===== src/rtl/seg7_pkg.sv =====
// Shared constants and types for the seven-segment to BCD decoder.
package seg7_pkg;

    // Segment patterns, common cathode, bit order {a,b,c,d,e,f,g}
    localparam logic [6:0] SEG_0     = 7'b1111110;
    localparam logic [6:0] SEG_1     = 7'b0110000;
    localparam logic [6:0] SEG_2     = 7'b1101101;
    localparam logic [6:0] SEG_3     = 7'b1111001;
    localparam logic [6:0] SEG_4     = 7'b0110011;
    localparam logic [6:0] SEG_5     = 7'b1011011;
    localparam logic [6:0] SEG_6     = 7'b1011111;
    localparam logic [6:0] SEG_7     = 7'b1110000;
    localparam logic [6:0] SEG_8     = 7'b1111111;
    localparam logic [6:0] SEG_9     = 7'b1111011;
    localparam logic [6:0] SEG_LOCK  = 7'b0000001;
    localparam logic [6:0] SEG_BLANK = 7'b0000000;

    localparam logic [3:0] CODE_LOCK = 4'hA;

    typedef enum logic [1:0] {
        ST_IDLE  = 2'd0,
        ST_TRACK = 2'd1,
        ST_HELD  = 2'd2
    } seg7_state_e;

endpackage


===== src/rtl/seg7_to_bcd_if.sv =====
// Pattern input / decoded output bundle of the seven-segment decoder.
interface seg7_to_bcd_if;
    logic       en;
    logic [6:0] s;
    logic [3:0] bcd_output;
    logic       valid;
    logic       err;
    logic [7:0] err_cnt;

    modport master (
        output en, s,
        input  bcd_output, valid, err, err_cnt
    );

    modport slave (
        input  en, s,
        output bcd_output, valid, err, err_cnt
    );
endinterface


===== src/rtl/seg7_pattern_lookup.sv =====
// Pure table lookup from segment pattern to code; blank and unknown
// patterns are flagged rather than decoded.
module seg7_pattern_lookup
    import seg7_pkg::*;
(
    input  logic [6:0] s,
    output logic [3:0] code,
    output logic       is_valid,
    output logic       is_blank
);

    // Decode the segment pattern against the digit / lock table
    always_comb begin
        code     = 4'h0;
        is_valid = 1'b1;
        is_blank = 1'b0;
        case (s)
            SEG_0:     code = 4'd0;
            SEG_1:     code = 4'd1;
            SEG_2:     code = 4'd2;
            SEG_3:     code = 4'd3;
            SEG_4:     code = 4'd4;
            SEG_5:     code = 4'd5;
            SEG_6:     code = 4'd6;
            SEG_7:     code = 4'd7;
            SEG_8:     code = 4'd8;
            SEG_9:     code = 4'd9;
            SEG_LOCK:  code = CODE_LOCK;
            SEG_BLANK: begin
                is_valid = 1'b0;
                is_blank = 1'b1;
            end
            default:   is_valid = 1'b0;
        endcase
    end

endmodule


===== src/rtl/seg7_to_bcd.sv =====
// Debounced seven-segment to BCD decoder: a pattern must be sampled
// identically on STABLE_CYCLES consecutive enabled edges before it is
// accepted; acceptance emits a one-cycle valid or err pulse.
module seg7_to_bcd
    import seg7_pkg::*;
#(
    parameter int unsigned STABLE_CYCLES = 4
) (
    input logic          clk,
    input logic          rst,
    seg7_to_bcd_if.slave bus
);

    // The counter holds (matching samples - 1), so acceptance happens when
    // the incremented count reaches STABLE_CYCLES-1.
    localparam logic [3:0] ACCEPT_CNT = 4'(STABLE_CYCLES - 1);

    seg7_state_e state_r;
    logic [6:0]  sample_q_r;
    logic [3:0]  cnt_r;
    logic [3:0]  bcd_r;
    logic        valid_r;
    logic        err_r;
    logic [7:0]  err_cnt_r;

    logic [3:0]  code_s;
    logic        is_valid_s;
    logic        is_blank_s;
    logic        same_s;
    logic [3:0]  cnt_inc_s;
    logic        accept_s;

    seg7_pattern_lookup u_lookup (
        .s        (bus.s),
        .code     (code_s),
        .is_valid (is_valid_s),
        .is_blank (is_blank_s)
    );

    // Stability comparison and saturating counter increment
    always_comb begin
        same_s    = (bus.s == sample_q_r);
        cnt_inc_s = (cnt_r == 4'hF) ? cnt_r : (cnt_r + 4'd1);
        accept_s  = same_s && (cnt_inc_s >= ACCEPT_CNT);
    end

    // Acceptance FSM with sample register, counter and registered outputs
    always_ff @(posedge clk) begin
        if (rst) begin
            state_r    <= ST_IDLE;
            sample_q_r <= 7'b0000000;
            cnt_r      <= 4'd0;
            bcd_r      <= 4'd0;
            valid_r    <= 1'b0;
            err_r      <= 1'b0;
            err_cnt_r  <= 8'd0;
        end else begin
            valid_r <= 1'b0;
            err_r   <= 1'b0;
            if (bus.en) begin
                sample_q_r <= bus.s;
                cnt_r      <= same_s ? cnt_inc_s : 4'd0;
                case (state_r)
                    ST_IDLE: begin
                        // First enabled edge is the first sample of a fresh count
                        state_r <= ST_TRACK;
                        cnt_r   <= 4'd0;
                    end
                    ST_TRACK: begin
                        if (accept_s) begin
                            state_r <= ST_HELD;
                            if (is_valid_s) begin
                                bcd_r   <= code_s;
                                valid_r <= 1'b1;
                            end else if (!is_blank_s) begin
                                err_r <= 1'b1;
                                if (err_cnt_r != 8'hFF) begin
                                    err_cnt_r <= err_cnt_r + 8'd1;
                                end
                            end
                        end
                    end
                    ST_HELD: begin
                        if (!same_s) begin
                            state_r <= ST_TRACK;
                        end
                    end
                    default: state_r <= ST_IDLE;
                endcase
            end
        end
    end

    assign bus.bcd_output = bcd_r;
    assign bus.valid      = valid_r;
    assign bus.err        = err_r;
    assign bus.err_cnt    = err_cnt_r;

endmodule


===== src/flat_wrapper.sv =====
// flat-port wrapper written by rule: the top's interface ports become plain ports
module seg7_to_bcd_flat import seg7_pkg::*;
#(
    parameter int unsigned STABLE_CYCLES = 4
)
  (clk, rst, bus_en, bus_s, bus_bcd_output, bus_valid, bus_err, bus_err_cnt);
  seg7_to_bcd_if bus_i ();
  input logic clk;
  input logic rst;
  input wire logic [$bits(bus_i.en)-1:0] bus_en;
  input wire logic [$bits(bus_i.s)-1:0] bus_s;
  output wire logic [$bits(bus_i.bcd_output)-1:0] bus_bcd_output;
  output wire logic [$bits(bus_i.valid)-1:0] bus_valid;
  output wire logic [$bits(bus_i.err)-1:0] bus_err;
  output wire logic [$bits(bus_i.err_cnt)-1:0] bus_err_cnt;
  assign bus_i.en = bus_en;
  assign bus_i.s = bus_s;
  assign bus_bcd_output = bus_i.bcd_output;
  assign bus_valid = bus_i.valid;
  assign bus_err = bus_i.err;
  assign bus_err_cnt = bus_i.err_cnt;
  seg7_to_bcd #(.STABLE_CYCLES(STABLE_CYCLES)) u_core (.clk(clk), .rst(rst), .bus(bus_i));
endmodule

===== config.mk =====
export PLATFORM = sky130hd
export DESIGN_NAME = seg7_to_bcd_flat
export DESIGN_NICKNAME = d
export VERILOG_FILES = /design/src/rtl/seg7_pkg.sv /design/src/rtl/seg7_to_bcd_if.sv /design/src/rtl/seg7_pattern_lookup.sv /design/src/rtl/seg7_to_bcd.sv /design/src/flat_wrapper.sv
export SDC_FILE = /design/constraint.sdc
export NUM_CORES = 1
export LEC_CHECK = 0
export ABC_CLOCK_PERIOD_IN_PS = 5300
export CELL_PAD_IN_SITES_DETAIL_PLACEMENT = 2
export CELL_PAD_IN_SITES_GLOBAL_PLACEMENT = 2
export CORE_MARGIN = 2
export CORE_UTILIZATION = 35
export DETAILED_ROUTE_END_ITERATION = 7
export GPL_TIMING_DRIVEN = 0
export PLACE_DENSITY = 0.95
export SLEW_MARGIN = 30
export SYNTH_ARGS = -nofsm -noshare
export SYNTH_HDL_FRONTEND = slang
export SYNTH_SLANG_ARGS = --single-unit

===== constraint.sdc =====
create_clock -name clk -period 5.3 [get_ports clk]
set_input_delay 0.53 -clock clk [delete_from_list [all_inputs] [get_ports clk]]
set_output_delay 0.53 -clock clk [all_outputs]
set_load 0.005 [all_outputs]

==> key figures <==
Pwr
  – Internal power: around 290 uW
  – Clk pwr share: 0.315
  – Gate power share: 0.154
  – Leakage: around 0.00074 uW
  – Net Sw Frac: 0.2770
  – Net Switching: 109.3 uW
  – Pwr dens: between 150 and 200 nW/um^2
  – Seq pwr share: 0.531
  – VDD IR max: approximately 89 uV

Synth
  – Share of the synthesized area in the top cell type: 0.3207
  – Top-count cell post-synth: dfxtp_1
  – #FFs+latches synth: 27
  – Main synth FF type: dfxtp_1
  – Number of synthesized flops with an enable pin: 0
  – Mean Syn Cell Area: approximately 8.4 sq um
  – Area contributors post-synth: dfxtp_1 (32%), mux2i_1 (5.3%), nor2_1 (5.3%), a21oi_1 (3.9%), xnor2_1 (3.6%)
  – Post-synth top area cell: dfxtp_1
  – Syn Inst Count: 200
  – Synthesized area: roughly 1700 sq um
  – Sequential fraction of the synthesis area: 0.3207
  – Synth top cells by count: dfxtp_1 (27), nor2_1 (24), a21oi_1 (13)
  – Synth cell types: 57
  – Post-Synthesis Net Count: ~210
  – Synthesis Warnings: 0
  – Async S/R FF share, synth: 0

Timing
  – PnR worst setup slack: between 2 and 3 ns
  – TNS Setup: 0 ns
  – Final setup fails: 0
  – Relative slew slack: 0.5495
  – Final Hold Fails: 0
  – Layout Skew: about 0.0074 ns
  – Fmax: roughly 360 MHz
  – Slew Viols, Final: 0
  – Unrepaired setup endpoints after global routing: false
  – Period utilization: 0.5254
  – Least-Margin Pin Slew: 0.6758 ns
  – Tmin final: approximately 2.8 ns

Setup path
  – Critical path type: in -> reg
  – Critical Path AT: ~3.0 ns
  – WP data required: about 5.5 ns
  – Reg2Reg Depth: 7
  – Critical path's slowest cell: clkdlybuf4s50_1
  – CP top delay family: simple AND/OR/NAND/NOR gates
  – CP Buf/Inv Count: 2
  – R2r setup slk: 2.94 ns
  – Most used cell, CP: nand4_1
  – Startpoint Class: input port
  – Critical Path End: u_core.bus.err_cnt[6]$_SDFFE_PP0P_
  – Crit-path max cell delay: about 0.53 ns
  – Beginning of the critical path: bus_s[1]
  – CP Max Fanout: 10
  – Worst path cell trace: clkdlybuf4s50_1 -> buf_2 -> nand4_1 -> a21oi_2 -> or3_1 -> nor4_2 -> nand4_1 -> mux2_1
  – R2R Path Start: u_core.cnt_r[0]$_SDFFE_PP0P_
  – Crit end category: flip-flop
  – Stages on worst setup path: 8
  – Reg-to-reg endpoint: u_core.bus.err_cnt[6]$_SDFFE_PP0P_

CTS
  – Post-CTS sizing: 0
  – CTS Buffer Depth: 2
  – Inserted Clock Buffers: 3
  – Worst-path clk slew: approximately 0.1 ns
  – Post-CTS Repair Setup Buffers: 0
  – Hold-fix buffers, CTS: 0
  – Root buf cell: clkbuf_8
  – H-tree depth: 1
  – CTS tree: yes
  – Clk Latency, worst-skew pair: around 0.28 ns
  – Clk sinks: 27

Outcome
  – Status: finished, final reports clean

Routing
  – First-pass DRT Iterations: 4
  – Vias/cell: 5.722
  – DR WL/cell: ~18 microns
  – Final ANT Viol Nets: 0
  – DRT iter0 DRCs: a little under 60
  – Routed Wire Length: around 5100 microns
  – Drt drc: 0
  – Via count: roughly 1600

Floorplanning
  – Site Rows: 25
  – Die width: about 73 microns
  – Core footprint: approximately 4700 sq um
  – Initial Utilization: 0.3592
  – Top Ports: 24
  – Die area: about 5400 sq um
  – Die Ht: 73.39 microns

Global route
  – Vias in the first global route: approximately 1800
  – GR peak layer: met2
  – Met1 GRT Util: 0.2452
  – Routing usage on met3: 0.02469
  – First-pass GRT wire length: between 8000 and 9000 microns
  – Initial antenna violation count: 0
  – Largest net degree at the start of global routing: 16
  – Tot GR Track Use: 0.2031
  – Overflow left after global routing: 0
  – M2 GR Usage: 0.3864

Placed design
  – Pre-CTS setup slack: around 2.2 ns
  – GP Congestion: approximately 0.85
  – DP HPWL: ~3800 microns
  – IO Port Bufs: 23

Min path
  – HP Class: reg -> reg

Job
  – Number of max-cap violations: 0

Layout
  – Layout cells sized above 1: 0.1189
  – Area growth syn-to-layout: 20.42%
  – N_diodes: 0
  – NumNets Final: 240
cells in the final DEF, fill, tap and decap left out, types with 2 or more instances in the layout:
| master | count |
|---|---|
| or4_1 | 2 |
| mux2i_1 | 9 |
| mux2_1 | 2 |
| ha_1 | 2 |
| xnor2_1 | 7 |
| nand3_1 | 11 |
| and3_1 | 6 |
| inv_1 | 3 |
| clkbuf_1 | 3 |
| dfxtp_1 | 27 |
| o21ai_1 | 2 |
| and2_1 | 2 |
| or3_1 | 4 |
| nand3b_1 | 3 |
| clkbuf_8 | 4 |
| a311oi_1 | 2 |
| and4_1 | 2 |
| nor2b_1 | 2 |
| nand2b_1 | 4 |
| nand4_1 | 4 |
| o21ai_0 | 11 |
| buf_6 | 3 |
| buf_2 | 2 |
| a211oi_1 | 5 |
| nor2_1 | 24 |
| a21oi_1 | 13 |
| clkdlybuf4s50_1 | 23 |
| buf_4 | 2 |
| nand2_1 | 10 |
| nor3_1 | 4 |
tightest hold or removal path: cells and delay by family (launching register included):
kind,cells,cell delay (ns)
flip-flops,1,0.33
AND/OR/NAND/NOR,1,0.07
AO/OA/AOI/OAI,1,0.05
layout make-up:
class                   instances  area (sq um)
fillers                       558          2663
multi-input cells             158          1046
flip-flops and latches         27         540.5
repair buffers                 23         230.2
plain buffers                  12         87.58
well taps                      54         67.56
clock buffers                   3         41.29
inverters                       3         11.26
clock inverters                 1         5.005
worst min-delay path by stage:
stage                                            end  cells past startpoint  slack (ns)                             startpoint
6_report       u_core.bus.bcd_output[0]$_SDFFE_PP0P_                      2        0.47  u_core.bus.bcd_output[0]$_SDFFE_PP0P_
5_1_grt        u_core.bus.bcd_output[0]$_SDFFE_PP0P_                      2        0.53  u_core.bus.bcd_output[0]$_SDFFE_PP0P_
4_1_cts        u_core.bus.bcd_output[0]$_SDFFE_PP0P_                      2        0.48  u_core.bus.bcd_output[0]$_SDFFE_PP0P_
3_5_place_dp   u_core.bus.bcd_output[0]$_SDFFE_PP0P_                      2        0.46  u_core.bus.bcd_output[0]$_SDFFE_PP0P_
3_3_place_gp   u_core.bus.bcd_output[0]$_SDFFE_PP0P_                      2        0.46  u_core.bus.bcd_output[0]$_SDFFE_PP0P_
2_1_floorplan           u_core.cnt_r[0]$_SDFFE_PP0P_                      2        0.46           u_core.cnt_r[0]$_SDFFE_PP0P_
routing by layer:
| metal | vias to the layer above | wire (microns) | share of wire |
|---|---|---|---|
| li1 | 786 | - | - |
| met1 | 790 | 2311 | 0.45 |
| met2 | 25 | 2660 | 0.52 |
| met3 | 7 | 96 | 0.019 |
| met4 | 0 | 46 | 0.0090 |
| met5 | - | 0 | 0 |
cells by family after synthesis:
logic type,share of synthesized area
flops,0.3207
buf+inv,0.05864
simple gates,0.3304
compound gates,0.1670
xor+xnor,0.04158
mux,0.06682
fa+ha+maj,0.01485
flip-flops by register name, summed over array words and instances, names as in the netlist:
| signal | count |
|---|---|
| u_core.state_r | 2 |
| u_core.cnt_r | 4 |
| u_core.sample_q_r | 7 |
| u_core.bus.err | 1 |
| u_core.bus.err_cnt | 8 |
| u_core.bus.valid | 1 |
| u_core.bus.bcd_output | 4 |
power by group through the flow:
stage,Sequential (uW),Combinational (uW),Clock (uW)
after floorplan,213,38.3,0
after global placement,214,57.3,0
after detailed placement,214,60.8,0
after CTS,209,61.5,127
after global routing,210,66.2,136
final,209,60.9,124
through the flow:
stage / area, sq um / hold slack (ns) / instances / total power (uW) / utilization
floorplan: 1685 / 0.4576 / 200 / 251.5 / -
global placement: 1983 / 0.4555 / 277 / 270.9 / 0.4227
detailed placement: 1983 / 0.4624 / 277 / 274.9 / 0.4227
CTS: 2029 / 0.4816 / 281 / 397.6 / 0.4325
global route: 2029 / 0.5293 / 281 / 412.6 / 0.4325
finish: 2029 / 0.4750 / 281 / 394.6 / 0.4325
Power figures use the tool's default switching activity.
